==> config.mk <==
export PLATFORM = sky130hd
export DESIGN_NAME = multicycle_control_sequencer_flat
export DESIGN_NICKNAME = d
export VERILOG_FILES = /design/src/rtl/multicycle_control_sequencer_pkg.sv /design/src/rtl/multicycle_control_sequencer_if.sv /design/src/rtl/multicycle_control_sequencer_instr_group_decode.sv /design/src/rtl/multicycle_control_sequencer.sv /design/src/flat_wrapper.sv
export SDC_FILE = /design/constraint.sdc
export NUM_CORES = 1
export LEC_CHECK = 0
export CAP_MARGIN = 0
export CELL_PAD_IN_SITES_DETAIL_PLACEMENT = 0
export CELL_PAD_IN_SITES_GLOBAL_PLACEMENT = 1
export CORE_UTILIZATION = 35
export DETAILED_ROUTE_END_ITERATION = 6
export GPL_ROUTABILITY_DRIVEN = 0
export PLACE_DENSITY = 0.88
export SYNTH_ARGS = -nofsm -noshare
export SYNTH_HDL_FRONTEND = slang
export SYNTH_SLANG_ARGS = --single-unit
export TNS_END_PERCENT = 100
==> constraint.sdc <==
create_clock -name clk -period 2.65 [get_ports clk]
set_input_delay 0.6625 -clock clk [delete_from_list [all_inputs] [get_ports clk]]
set_output_delay 0.6625 -clock clk [all_outputs]
set_load 0.01 [all_outputs]
==> src/rtl/multicycle_control_sequencer_pkg.sv <==
// Shared types and constants for the multicycle control sequencer: state numbers,
// opcode/funct encodings, fault codes and memory access sizes.
package mcs_pkg;

  // Values are the control-ROM addresses driven on the state output
  typedef enum logic [4:0] {
    S_IDLE       = 5'd0,
    S_FETCH_REQ  = 5'd1,
    S_FETCH_WAIT = 5'd2,
    S_IR_LOAD    = 5'd3,
    S_DECODE     = 5'd4,
    S_ADDU       = 5'd6,
    S_ST_REQ     = 5'd7,
    S_ST_WAIT    = 5'd8,
    S_BEQ        = 5'd11,
    S_BR_TAKE    = 5'd12,
    S_LD_REQ     = 5'd13,
    S_LD_WAIT    = 5'd14,
    S_LD_WB      = 5'd15,
    S_SUBU       = 5'd17,
    S_ADDIU      = 5'd18,
    S_SLTU       = 5'd19,
    S_SLTIU      = 5'd20,
    S_CLO        = 5'd21,
    S_CLZ        = 5'd22,
    S_AND        = 5'd23,
    S_ANDI       = 5'd24,
    S_OR         = 5'd25,
    S_ORI        = 5'd26,
    S_XOR        = 5'd27,
    S_XORI       = 5'd28,
    S_FAULT      = 5'd31
  } state_e;

  typedef enum logic [1:0] {
    SZ_BYTE = 2'd0,
    SZ_HALF = 2'd1,
    SZ_WORD = 2'd2
  } mem_size_e;

  typedef enum logic [1:0] {
    FC_NONE     = 2'd0,
    FC_ILLEGAL  = 2'd1,
    FC_FETCH_TO = 2'd2,
    FC_DATA_TO  = 2'd3
  } fault_code_e;

  localparam logic [5:0] OP_SPECIAL  = 6'b000000;
  localparam logic [5:0] OP_SPECIAL2 = 6'b011100;
  localparam logic [5:0] OP_BEQ      = 6'b000100;
  localparam logic [5:0] OP_ADDIU    = 6'b001001;
  localparam logic [5:0] OP_SLTIU    = 6'b001011;
  localparam logic [5:0] OP_ANDI     = 6'b001100;
  localparam logic [5:0] OP_ORI      = 6'b001101;
  localparam logic [5:0] OP_XORI     = 6'b001110;
  localparam logic [5:0] OP_LB       = 6'b100000;
  localparam logic [5:0] OP_LH       = 6'b100001;
  localparam logic [5:0] OP_LW       = 6'b100011;
  localparam logic [5:0] OP_LBU      = 6'b100100;
  localparam logic [5:0] OP_LHU      = 6'b100101;
  localparam logic [5:0] OP_SB       = 6'b101000;
  localparam logic [5:0] OP_SH       = 6'b101001;
  localparam logic [5:0] OP_SW       = 6'b101011;

  localparam logic [5:0] F_ADDU = 6'b100001;
  localparam logic [5:0] F_SUBU = 6'b100011;
  localparam logic [5:0] F_SLTU = 6'b101011;
  localparam logic [5:0] F_AND  = 6'b100100;
  localparam logic [5:0] F_OR   = 6'b100101;
  localparam logic [5:0] F_XOR  = 6'b100110;
  localparam logic [5:0] F_CLO  = 6'b100001;
  localparam logic [5:0] F_CLZ  = 6'b100000;

  function automatic logic is_alu_state(input state_e s);
    return s inside {S_ADDU, S_SUBU, S_ADDIU, S_SLTU, S_SLTIU, S_CLO, S_CLZ,
                     S_AND, S_ANDI, S_OR, S_ORI, S_XOR, S_XORI};
  endfunction

  // Load/store opcodes carry the access size in their two low bits
  function automatic mem_size_e size_from_op(input logic [1:0] op_lo);
    case (op_lo)
      2'b00:   return SZ_BYTE;
      2'b01:   return SZ_HALF;
      default: return SZ_WORD;
    endcase
  endfunction

endpackage

==> src/rtl/multicycle_control_sequencer_if.sv <==
// Memory request/ready handshake between the sequencer (master) and memory (slave).
interface mcs_mem_if;
  logic        mem_req;
  logic        mem_we;
  logic [1:0]  mem_size;
  logic [31:0] mem_rdata;
  logic        mem_ready;

  modport master (
    output mem_req, mem_we, mem_size,
    input  mem_rdata, mem_ready
  );

  modport slave (
    input  mem_req, mem_we, mem_size,
    output mem_rdata, mem_ready
  );
endinterface

==> src/rtl/multicycle_control_sequencer_instr_group_decode.sv <==
// Combinational instruction-group decode: maps ir opcode/funct to the execute
// state, flagging any unsupported encoding as illegal.
module instr_group_decode
  import mcs_pkg::*;
(
  input  logic [31:0] ir,
  output state_e      next_state,
  output logic        illegal
);

  logic [5:0] op;
  logic [5:0] funct;
  logic       unused_ir_bits;

  assign op             = ir[31:26];
  assign funct          = ir[5:0];
  assign unused_ir_bits = ^ir[25:6];

  always_comb begin
    next_state = S_FAULT;
    case (op)
      OP_SPECIAL: begin
        case (funct)
          F_ADDU:  next_state = S_ADDU;
          F_SUBU:  next_state = S_SUBU;
          F_SLTU:  next_state = S_SLTU;
          F_AND:   next_state = S_AND;
          F_OR:    next_state = S_OR;
          F_XOR:   next_state = S_XOR;
          default: next_state = S_FAULT;
        endcase
      end
      OP_SPECIAL2: begin
        case (funct)
          F_CLO:   next_state = S_CLO;
          F_CLZ:   next_state = S_CLZ;
          default: next_state = S_FAULT;
        endcase
      end
      OP_ADDIU:                          next_state = S_ADDIU;
      OP_SLTIU:                          next_state = S_SLTIU;
      OP_ANDI:                           next_state = S_ANDI;
      OP_ORI:                            next_state = S_ORI;
      OP_XORI:                           next_state = S_XORI;
      OP_SB, OP_SH, OP_SW:               next_state = S_ST_REQ;
      OP_LB, OP_LH, OP_LW, OP_LBU, OP_LHU: next_state = S_LD_REQ;
      OP_BEQ:                            next_state = S_BEQ;
      default:                           next_state = S_FAULT;
    endcase
    illegal = (next_state == S_FAULT);
  end

endmodule

==> src/rtl/multicycle_control_sequencer.sv <==
// Multicycle fetch/decode/execute sequencer: owns ir, drives the control-ROM state
// number, and handshakes with memory under a bounded wait.
module multicycle_control_sequencer
  import mcs_pkg::*;
#(
  parameter int unsigned STATE_W = 7,
  parameter int unsigned TIMEOUT = 15,
  parameter int unsigned TO_W    = 4
) (
  input  logic               clk,
  input  logic               rst_n,
  input  logic               run,
  mcs_mem_if.master          mem,
  input  logic               branch_cond,
  output logic [STATE_W-1:0] state,
  output logic [31:0]        ir,
  output logic               ir_ld,
  output logic               pc_inc,
  output logic               pc_br,
  output logic               reg_we,
  output logic               fault,
  output logic [1:0]         fault_code
);

  localparam logic [TO_W-1:0] TO_MAX  = TO_W'(TIMEOUT);
  localparam logic [TO_W-1:0] TO_LAST = TO_W'(TIMEOUT - 1);

  state_e          cur;
  logic [TO_W-1:0] to_cnt;
  state_e          dec_state;
  logic            dec_illegal;
  logic            in_wait;
  logic            wait_expired;
  mem_size_e       size_sel;

  instr_group_decode u_decode (
    .ir         (ir),
    .next_state (dec_state),
    .illegal    (dec_illegal)
  );

  assign in_wait = cur inside {S_FETCH_WAIT, S_ST_WAIT, S_LD_WAIT};
  // The counter holds completed wait cycles, so the current one is the
  // TIMEOUT-th when it reads TIMEOUT-1; ready is tested first and wins.
  assign wait_expired = (to_cnt == TO_LAST);

  always_ff @(posedge clk or negedge rst_n) begin
    if (!rst_n) begin
      cur        <= S_IDLE;
      ir         <= '0;
      fault      <= 1'b0;
      fault_code <= FC_NONE;
      to_cnt     <= '0;
    end else if (run) begin
      case (cur)
        S_IDLE:      cur <= S_FETCH_REQ;
        S_FETCH_REQ: begin
          cur    <= S_FETCH_WAIT;
          to_cnt <= '0;
        end
        S_FETCH_WAIT: begin
          if (mem.mem_ready) begin
            cur <= S_IR_LOAD;
          end else if (wait_expired) begin
            cur        <= S_FAULT;
            fault      <= 1'b1;
            fault_code <= FC_FETCH_TO;
          end
        end
        S_IR_LOAD: begin
          ir  <= mem.mem_rdata;
          cur <= S_DECODE;
        end
        S_DECODE: begin
          cur <= dec_state;
          if (dec_illegal) begin
            fault      <= 1'b1;
            fault_code <= FC_ILLEGAL;
          end
        end
        S_ST_REQ: begin
          cur    <= S_ST_WAIT;
          to_cnt <= '0;
        end
        S_ST_WAIT: begin
          if (mem.mem_ready) begin
            cur <= S_FETCH_REQ;
          end else if (wait_expired) begin
            cur        <= S_FAULT;
            fault      <= 1'b1;
            fault_code <= FC_DATA_TO;
          end
        end
        S_LD_REQ: begin
          cur    <= S_LD_WAIT;
          to_cnt <= '0;
        end
        S_LD_WAIT: begin
          if (mem.mem_ready) begin
            cur <= S_LD_WB;
          end else if (wait_expired) begin
            cur        <= S_FAULT;
            fault      <= 1'b1;
            fault_code <= FC_DATA_TO;
          end
        end
        S_LD_WB:   cur <= S_FETCH_REQ;
        S_BEQ:     cur <= branch_cond ? S_BR_TAKE : S_FETCH_REQ;
        S_BR_TAKE: cur <= S_FETCH_REQ;
        S_ADDU, S_SUBU, S_ADDIU, S_SLTU, S_SLTIU, S_CLO, S_CLZ,
        S_AND, S_ANDI, S_OR, S_ORI, S_XOR, S_XORI:
                   cur <= S_FETCH_REQ;
        default:   cur <= S_FAULT;
      endcase
      if (in_wait && (to_cnt != TO_MAX)) begin
        to_cnt <= to_cnt + TO_W'(1);
      end
    end
  end

  always_comb begin
    size_sel = SZ_BYTE;
    if (cur inside {S_FETCH_REQ, S_FETCH_WAIT}) begin
      size_sel = SZ_WORD;
    end else if (cur inside {S_ST_REQ, S_ST_WAIT, S_LD_REQ, S_LD_WAIT}) begin
      size_sel = size_from_op(ir[27:26]);
    end
  end

  // Strobes follow state directly and are all gated by run, so a stall drops
  // the request and it reissues when run returns.
  assign mem.mem_req  = run && (cur inside {S_FETCH_REQ, S_FETCH_WAIT, S_ST_REQ,
                                            S_ST_WAIT, S_LD_REQ, S_LD_WAIT});
  assign mem.mem_we   = run && (cur inside {S_ST_REQ, S_ST_WAIT});
  assign mem.mem_size = size_sel;
  assign ir_ld        = run && (cur == S_IR_LOAD);
  assign pc_inc       = run && (cur == S_IR_LOAD);
  assign pc_br        = run && (cur == S_BR_TAKE);
  assign reg_we       = run && (is_alu_state(cur) || (cur == S_LD_WB));
  assign state        = STATE_W'(cur);

endmodule
==> src/flat_wrapper.sv <==
// flat-port wrapper written by rule: the top's interface ports become plain ports
module multicycle_control_sequencer_flat import mcs_pkg::*;
#(
  parameter int unsigned STATE_W = 7,
  parameter int unsigned TIMEOUT = 15,
  parameter int unsigned TO_W    = 4
)
  (clk, rst_n, run, branch_cond, state, ir, ir_ld, pc_inc, pc_br, reg_we, fault, fault_code, mem_mem_req, mem_mem_we, mem_mem_size, mem_mem_rdata, mem_mem_ready);
  mcs_mem_if mem_i ();
  input  logic clk;
  input  logic rst_n;
  input  logic run;
  input  logic branch_cond;
  output logic [STATE_W-1:0] state;
  output logic [31:0] ir;
  output logic ir_ld;
  output logic pc_inc;
  output logic pc_br;
  output logic reg_we;
  output logic fault;
  output logic [1:0] fault_code;
  output wire logic [$bits(mem_i.mem_req)-1:0] mem_mem_req;
  output wire logic [$bits(mem_i.mem_we)-1:0] mem_mem_we;
  output wire logic [$bits(mem_i.mem_size)-1:0] mem_mem_size;
  input wire logic [$bits(mem_i.mem_rdata)-1:0] mem_mem_rdata;
  input wire logic [$bits(mem_i.mem_ready)-1:0] mem_mem_ready;
  assign mem_mem_req = mem_i.mem_req;
  assign mem_mem_we = mem_i.mem_we;
  assign mem_mem_size = mem_i.mem_size;
  assign mem_i.mem_rdata = mem_mem_rdata;
  assign mem_i.mem_ready = mem_mem_ready;
  multicycle_control_sequencer #(.STATE_W(STATE_W), .TIMEOUT(TIMEOUT), .TO_W(TO_W)) u_core (.clk(clk), .rst_n(rst_n), .run(run), .mem(mem_i), .branch_cond(branch_cond), .state(state), .ir(ir), .ir_ld(ir_ld), .pc_inc(pc_inc), .pc_br(pc_br), .reg_we(reg_we), .fault(fault), .fault_code(fault_code));
endmodule
# After elaboration in Yosys (flattened, before gate mapping)
# Index checks and enable logic that the tools add are counted.
# word_totals
in_bits,37
reg_bits,44
out_inout_bits,50
wordCells,116
# op_classes
add_sub_neg,1
n_eq_ne,57
n_reduce_logical,29
mux,24
# op_table
op,n
$pmux 5 s10,2
$eq 6x6->1 const B,15
$eq 5x5->1 const B,13
$eq 5x4->1 const B,6
$eq 6x4->1 const B,5
$pmux 5 s6,1
$mux 5,4
$reduce_or 16->1,1
$eq 5x3->1 const B,3
$mux 2,7
$reduce_bool 13->1,1
$mux 4,3
$eq 5x2->1 const B,2
$reduce_or 3->1,3
$ne 2x1->1 const B,4
$pmux 4 s2,1
$reduce_bool 2->1,4
$reduce_and 7->1,1
$eq 6x3->1 const B,1
$eq 6x5->1 const B,1
$logic_and 1x1->1,6
$logic_not 6->1,1
$ne 2x2->1 const B,3
$pmux 2 s3,1
18 further kinds,22

# Longest topological paths before layout
# logic_depth
depth_word,6
depth_mapped,8
mapped_depth_nobuf,8

# Cells and area by module
# Synthesis repeated with hierarchy kept, for this count alone.
# unflattened
cells_unflattened,302
area_unflattened_um2,2902.8
# by_module_without_submodules
module,area_per_inst_um2,cells_each,seq_area_each_um2,instances
multicycle_control_sequencer,2414.8,225,1101.1,1
instr_group_decode,488.0,77,0.0,1

# Least setup slack after synthesis
# OpenSTA, ideal clock, no wires.
# synth_timing
path_type,input -> output
startpoint,input run
endpoint,output pc_inc
t_required_ns,1.987
path_slack_ns,0.057
path_stages,6
arrival_ns,1.930
cell_sequence,clkbuf_1 nand2_1 nor4_1 buf_2 buf_2 buf_4
# synth_via
elab_chain_cells,1
# synth_rtl
element,line,rtl
from (decl),flat_wrapper.sv:12,input logic run;
$logic_and 1x1->1,n/a,
to (decl),flat_wrapper.sv:17,output logic pc_inc;
# Every way passes these cells.

# Final worst setup path
# layout_timing
startpoint,input run
endpoint,output pc_br
# layout_via
elab_chain_cells,1
# layout_rtl
element,line,rtl
$logic_and 1x1->1,multicycle_control_sequencer.sv:138,assign pc_br = run && (cur == S_BR_TAKE);
to (decl),flat_wrapper.sv:18,output logic pc_br;
# Every way passes these cells.

==> results.json <==
{
  "syn-mean-instance-area_um2": 8.67,
  "ant_nets": 0,
  "slew_headroom_pct": 66.6,
  "synth_edf_count": 0,
  "setup_viol": 0,
  "crit_chain": "dlygate4sd2_1, nand2_2, nor4_2, clkdlybuf4s50_1",
  "yosysTopAreaCell": "dfrtp_1",
  "min_path_type": "input pin to asynchronous set/reset pin",
  "fp-row-count": 32,
  "die_w_um": 92.1,
  "slew_viol_final": 0,
  "status": "finished clean",
  "drive_above_1_share_pct": 19.4,
  "ys.flop_type": "dfrtp_1",
  "min_period_ns": 2.50,
  "grt_overflow_total": 0,
  "syn_area_um2": 2840,
  "slowest_stage": "clkdlybuf4s50_1",
  "pre_cts_ws_ns": -0.274,
  "synth.distinct_cells": 57,
  "hpwl_mm": 5.73,
  "drc_errors": 0,
  "final_nets": 461,
  "grt_pass1_vias": 2646,
  "worstSetupStartpointType": "input pin",
  "synth_top_area_share_pct": 38.7,
  "wl_per_cell_um": 14.7,
  "firstDrtPassIters": 4,
  "synth_seq_cells": 44,
  "synth_cells": 328,
  "clock-root-buffer": "clkbuf_8",
  "maxCapViolations": 0,
  "antenna_found_initial": 0,
  "leakagePower_nw": 1.68,
  "drtIter0Drc": 145,
  "critPathCaptureType": "output pin",
  "cp_max_fo": 4,
  "r2r_cells": 8,
  "max-vdd-ir-drop_uv": 534,
  "htree_levels": 2,
  "cp.arrival_ns": 1.84,
  "whs_ns": 0.269,
  "yosysSeqAreaShare_pct": 38.7,
  "power.density_nw_per_um2": 1150,
  "synth_area_leaders": "dfrtp_1 (39%), mux2_2 (11%), o21ai_0 (4.8%)",
  "tightest_slew_ns": 0.495,
  "clk_pin_slew_ns": 0.09,
  "dieArea_um2": 8490,
  "cpPeakStageDelay_ns": 0.57,
  "avgViaCountPerCell": 5.34,
  "die_h_um": 92.1,
  "cts_buffers": 5,
  "hold_violations": 0,
  "clk_latency_ns": 0.29,
  "cts_tree": "done",
  "fin_crit_sh_pct": 94.4,
  "power_w": 0.00467,
  "wl_mm": 7.73,
  "grt_start_max_net_pins": 39,
  "dr_total_vias": 2805,
  "timing.fmax_mhz": 400,
  "ioPinCount": 87,
  "coreArea_um2": 7810,
  "grt_pass1_wl_mm": 12.6,
  "clockBufferDepth": 2,
  "yosysWarnings": 0,
  "fin_ws_ns": 0.147,
  "finalClockSkew_ns": 0.00411,
  "diodes": 0,
  "crit_type": "input pin to output pin",
  "async_flop_share_pct": 100,
  "grt_usage_pct": 18.4,
  "rsz0062_at_grt": "false",
  "portBuffers": 84,
  "worstPathRequired_ns": 1.99,
  "area.growth.synth_to_final_pct": 42.3,
  "start_util_pct": 36.4,
  "cts_sinks": 44
}
[routing by layer]
layer  wire (µm)  vias up  track usage (%)
met3         641       15             5.22
met5           0        -                0
met4         161        0             6.90
met2        3500      103             28.3
met1        3420     1317             24.5
li1            -     1370                -
[metrics by stage]
step                TNS (ns)  std cells  area [µm²]  util, %
floorplan                  0        329        2850        -
global route               0        525        4040     51.8
finish                     0        525        4040     51.8
detailed placement     -1.19        512        3870     49.6
global placement      -0.927        512        3870     49.6
CTS                        0        520        3990     51.0
[critical path: cells and delay by family]
family,cells,cell delay (ns)
and+or+nand+nor,2,0.35
buffers and inverters,2,0.83
[state kept, by name, summed over array words and instances, names as in the netlist]
signal and flops:
u_core.ir 32, u_core.cur 5, u_core.fault_code 2, u_core.fault 1
u_core.to_cnt 4
[power breakdown]
part           internal, W  total (W)  leakage (nW)  switching [W]
logic              0.00153    0.00290          1.11        0.00138
registers         0.000980    0.00134         0.535       0.000360
clock network     0.000188   0.000427        0.0414       0.000239
total              0.00269    0.00467          1.68        0.00197
[cell type report]
type | instances | area [µm²]
well taps | 102 | 128
repair buffers | 114 | 1070
fillers | 747 | 3760
multi-input cells | 246 | 1610
clock buffers | 6 | 72.6
clock inverters | 2 | 16.3
inverters | 11 | 41.3
flip-flops and latches | 44 | 1110
[synth_stat cells, drive strengths merged (2+ instances only)]
cell type   n
o21bai      2
o31ai       2
a2111oi     3
a21oi      26
o211ai      3
a21boi      3
nor2       22
o211a       2
nand3      13
nor2b       5
xnor2       2
and3b       2
o21ai      27
nor3        6
inv        11
mux2       27
nand2      34
nor4b       2
and2        4
a31o        2
nand2b      5
o2111ai     2
ha          2
and3        5
dfrtp      44
or4         2
nand3b      3
a31oi       3
nor4        4
a221oi      2
nor3b       3
a211oi      6
clkbuf     17
o2bb2ai     2
buf        11
o221ai      3
[placed cells by master (no fill, tap or decap), types with 3 or more instances in the layout]
cell	netlist	layout
clkdlybuf4s50_1	0	76
dfrtp_1	44	40
nand2_1	34	33
buf_4	3	29
o21ai_0	27	27
mux2_2	27	27
a21oi_1	26	26
nor2_1	22	20
nand3_1	13	13
inv_1	11	10
a211oi_1	6	6
nor3_1	6	6
and3_1	5	5
nor2b_1	5	5
nand2b_1	5	5
clkbuf_8	0	5
dlygate4sd2_1	0	4
dfrtp_2	0	4
a31oi_1	3	3
and2_1	3	3
a2111oi_0	3	3
a21boi_0	3	3
nand3b_1	3	3
o211ai_1	3	3
o221ai_1	3	3
nor3b_1	3	3
dlymetal6s2s_1	0	3
[timing repair]
action	in CTS	in global routing
hold buffers	0	0
endpoints found under the hold margin	0	0
buffers inserted	0	5
setup endpoints to repair	8	5
pin swaps	1	0
gates resized for setup	12	8
[worst paths after layout]
path                                    start          endpoint  slack, ns
worst min-delay path                    rst_n     u_core.ir[21]       0.27
worst max-delay path                      run             pc_br       0.15
worst max register to register  u_core.cur[1]  u_core.to_cnt[2]       0.45
min in group clk                u_core.ir[21]     u_core.ir[21]       0.51
max in group asynchronous               rst_n     u_core.cur[3]       1.65
worst min register to register  u_core.ir[21]     u_core.ir[21]       0.51
[kinds of logic after synthesis]
group	after synthesis	synth area share, %
buf+inv	39	6.07
other cells	1	0.132
mux	27	10.7
fa+ha+maj	2	0.880
xor+xnor	3	0.924
flops	44	38.7
simple gates	116	20.9
compound gates	96	21.7
Note: power is estimated with default switching activity, not from simulation.
==> patch: new RTL, same settings <==
`TO_W` is set to 4 in 2 places; all go to 5.
--- a/src/rtl/multicycle_control_sequencer.sv
+++ b/src/rtl/multicycle_control_sequencer.sv
@@ -7,3 +7,3 @@
   parameter int unsigned TIMEOUT = 15,
-  parameter int unsigned TO_W    = 4
+  parameter int unsigned TO_W    = 5
 ) (
--- a/src/flat_wrapper.sv
+++ b/src/flat_wrapper.sv
@@ -5,3 +5,3 @@
   parameter int unsigned TIMEOUT = 15,
-  parameter int unsigned TO_W    = 4
+  parameter int unsigned TO_W    = 5
 )
Behaviour: no difference found for any inputs over 4 cycles, from zero or initial values and one cycle with rst_n low; that may be too few to reach the edited logic, so the function may still have changed.
==> patch against the original RTL <==
- cell area shrank 2.6%
- total power is 6.4% lower
- sequential cell count increased by 1
- worst setup slack got worse by 19 ps
- routed wire length down 5.3%
- synthesized area shrank 1.8%
- count of clock-buffer cells in the layout down 1
- critical path type unchanged
==> patch: results (changes against the original RTL) <==
status finished clean (unchanged); vias in the first global route 2638 (was 2646); Post-DP HPWL 5.29 mm (was 5.73 mm); Iter 0 DRT Violations 101 (was 145); CP Data Arrival Time 1860 ps (was 1840 ps); clock slew at reported path FFs 80 ps; largest net degree at the start of global routing 46 (was 39); Pleak 1.75 nW (was 1.68 nW); Post-synth top cells 105 x nand2_1, 45 x dfrtp_1, 20 x clkbuf_1 (was 44 x dfrtp_1, 34 x nand2_1, 27 x mux2_2, 27 x o21ai_0, 26 x a21oi_1); share of cells above drive strength 1 0.109 (was 0.194); total track usage 0.184 (about the same); Seq/Total Area, Yosys 0.403 (was 0.387); first-pass GRT wire length 12.5 mm (was 12.6 mm); antenna violations before repair 0 (unchanged); CP Max Fanout 12 (was 4); worst clock skew 11.8 ps (was 4.11 ps); filler cell count 745 (was 747); max incr delay on CP 510 ps (was 570 ps); pre-CTS setup slack -249 ps (was -274 ps); Clock Path Buffers 2 (unchanged); nets 489 (was 461); vias post-DR 2798 (was 2805); drt pass-1 iters 4 (unchanged); Distinct cells, synth 64 (was 57); top cells by area, synth dfrtp_1 40%, nand2_1 14%, nand2b_1 3.6%, a21oi_1 2.7%, clkbuf_1 2.7% (was dfrtp_1 39%, mux2_2 11%, o21ai_0 4.8%, a21oi_1 4.6%, nand2_1 4.5%); drt wl/cell 13.3 um (was 14.7 um); Max VDD drop 0.549 mV (was 0.534 mV); Largest regs u_core.ir x32, u_core.cur x5, u_core.to_cnt x5 (was u_core.ir x32, u_core.cur x5, u_core.to_cnt x4); Slew HR 0.609 (was 0.666); Placed Area 3830 um2 (was 3870 um2)
## patch: cell count changes after synthesis, sizes merged, moves of 4 or more
cell,delta
nand2b,+11
mux2,-26
a21oi,-10
nand3,-8
nor2,-4
buf,-4
nand2,+72
nand4,+4
## patch: area by class of cell
type | instances | share of cell area
Clock buffer | 5 | 0.0175
Clock inverter | 2 | 0.00890
Inverter | 8 | 0.00763
Multi-Input combinational cell | 279 | 0.390
Sequential cell | 45 | 0.286
Tap cell | 102 | 0.0324
Timing Repair Buffer | 110 | 0.257
## patch: timing repair
action | in CTS | in global routing
setup buffers | 2 | 0
gates resized for setup | 10 | 7
pin swaps | 1 | 1
setup endpoints to repair | 8 | 3
endpoints found under the hold margin | 0 | 0
## patch: path summary, 6_finish.rpt
check | end | slack [ps] | cells after the start | start
worst min register to register | u_core.ir[21]$_DFFE_PN0P_ | 480 | 2 | u_core.ir[21]$_DFFE_PN0P_
worst min-delay path | u_core.ir[23]$_DFFE_PN0P_ | 440 | 2 | rst_n
max in group asynchronous | u_core.ir[31]$_DFFE_PN0P_ | 1790 | 2 | rst_n
worst max-delay path | reg_we | 130 | 6 | run
worst max register to register | u_core.fault_code[0]$_DFFE_PN0P_ | 310 | 6 | u_core.ir[3]$_DFFE_PN0P_
min in group clk | u_core.ir[21]$_DFFE_PN0P_ | 480 | 2 | u_core.ir[21]$_DFFE_PN0P_
## patch: worst register-to-register path, stage by stage, from the launching register on
cell and delay [ps]:
dfrtp_1 460, or4b_4 590, or3b_4 440, a21oi_2 180
a21oi_1 90, and3_4 190, o311a_1 280
## patch: cell families after synthesis
| group | count (synthesis) | share of synthesized area |
|---|---|---|
| simple gates | 196 | 0.345 |
| buf+inv | 35 | 0.0511 |
| xor+xnor | 2 | 0.00627 |
| mux | 2 | 0.00762 |
| compound gates | 74 | 0.172 |
| flops | 45 | 0.403 |
| other cells | 1 | 0.00134 |
| fa+ha+maj | 3 | 0.0134 |
## patch: stage by stage
stage,utilization,TNS (ps),hold WS [ps],cells,total power [mW]
2_1_floorplan,-,0,367,359,2.72
3_3_place_gp,0.495,-1180,457,542,3.85
3_5_place_dp,0.495,-1210,462,542,3.89
4_1_cts,0.511,-0.0639,464,551,4.41
5_1_grt,0.510,0,489,551,4.74
6_report,0.510,0,436,551,4.37
## patch: report_power, final
part | switching [mW] | leakage, nW | internal, mW
combinational | 1.22 | 1.13 | 1.31
sequential | 0.357 | 0.567 | 0.970
clock | 0.232 | 0.0540 | 0.274
## patch: routing by layer
layer  track usage  vias to the layer above  wire [um]
li1              -                     1414          -
met1         0.240                     1284       3260
met2         0.294                       92       3260
met3        0.0544                        8        695
met4        0.0542                        0        101
met5             0                        -          0
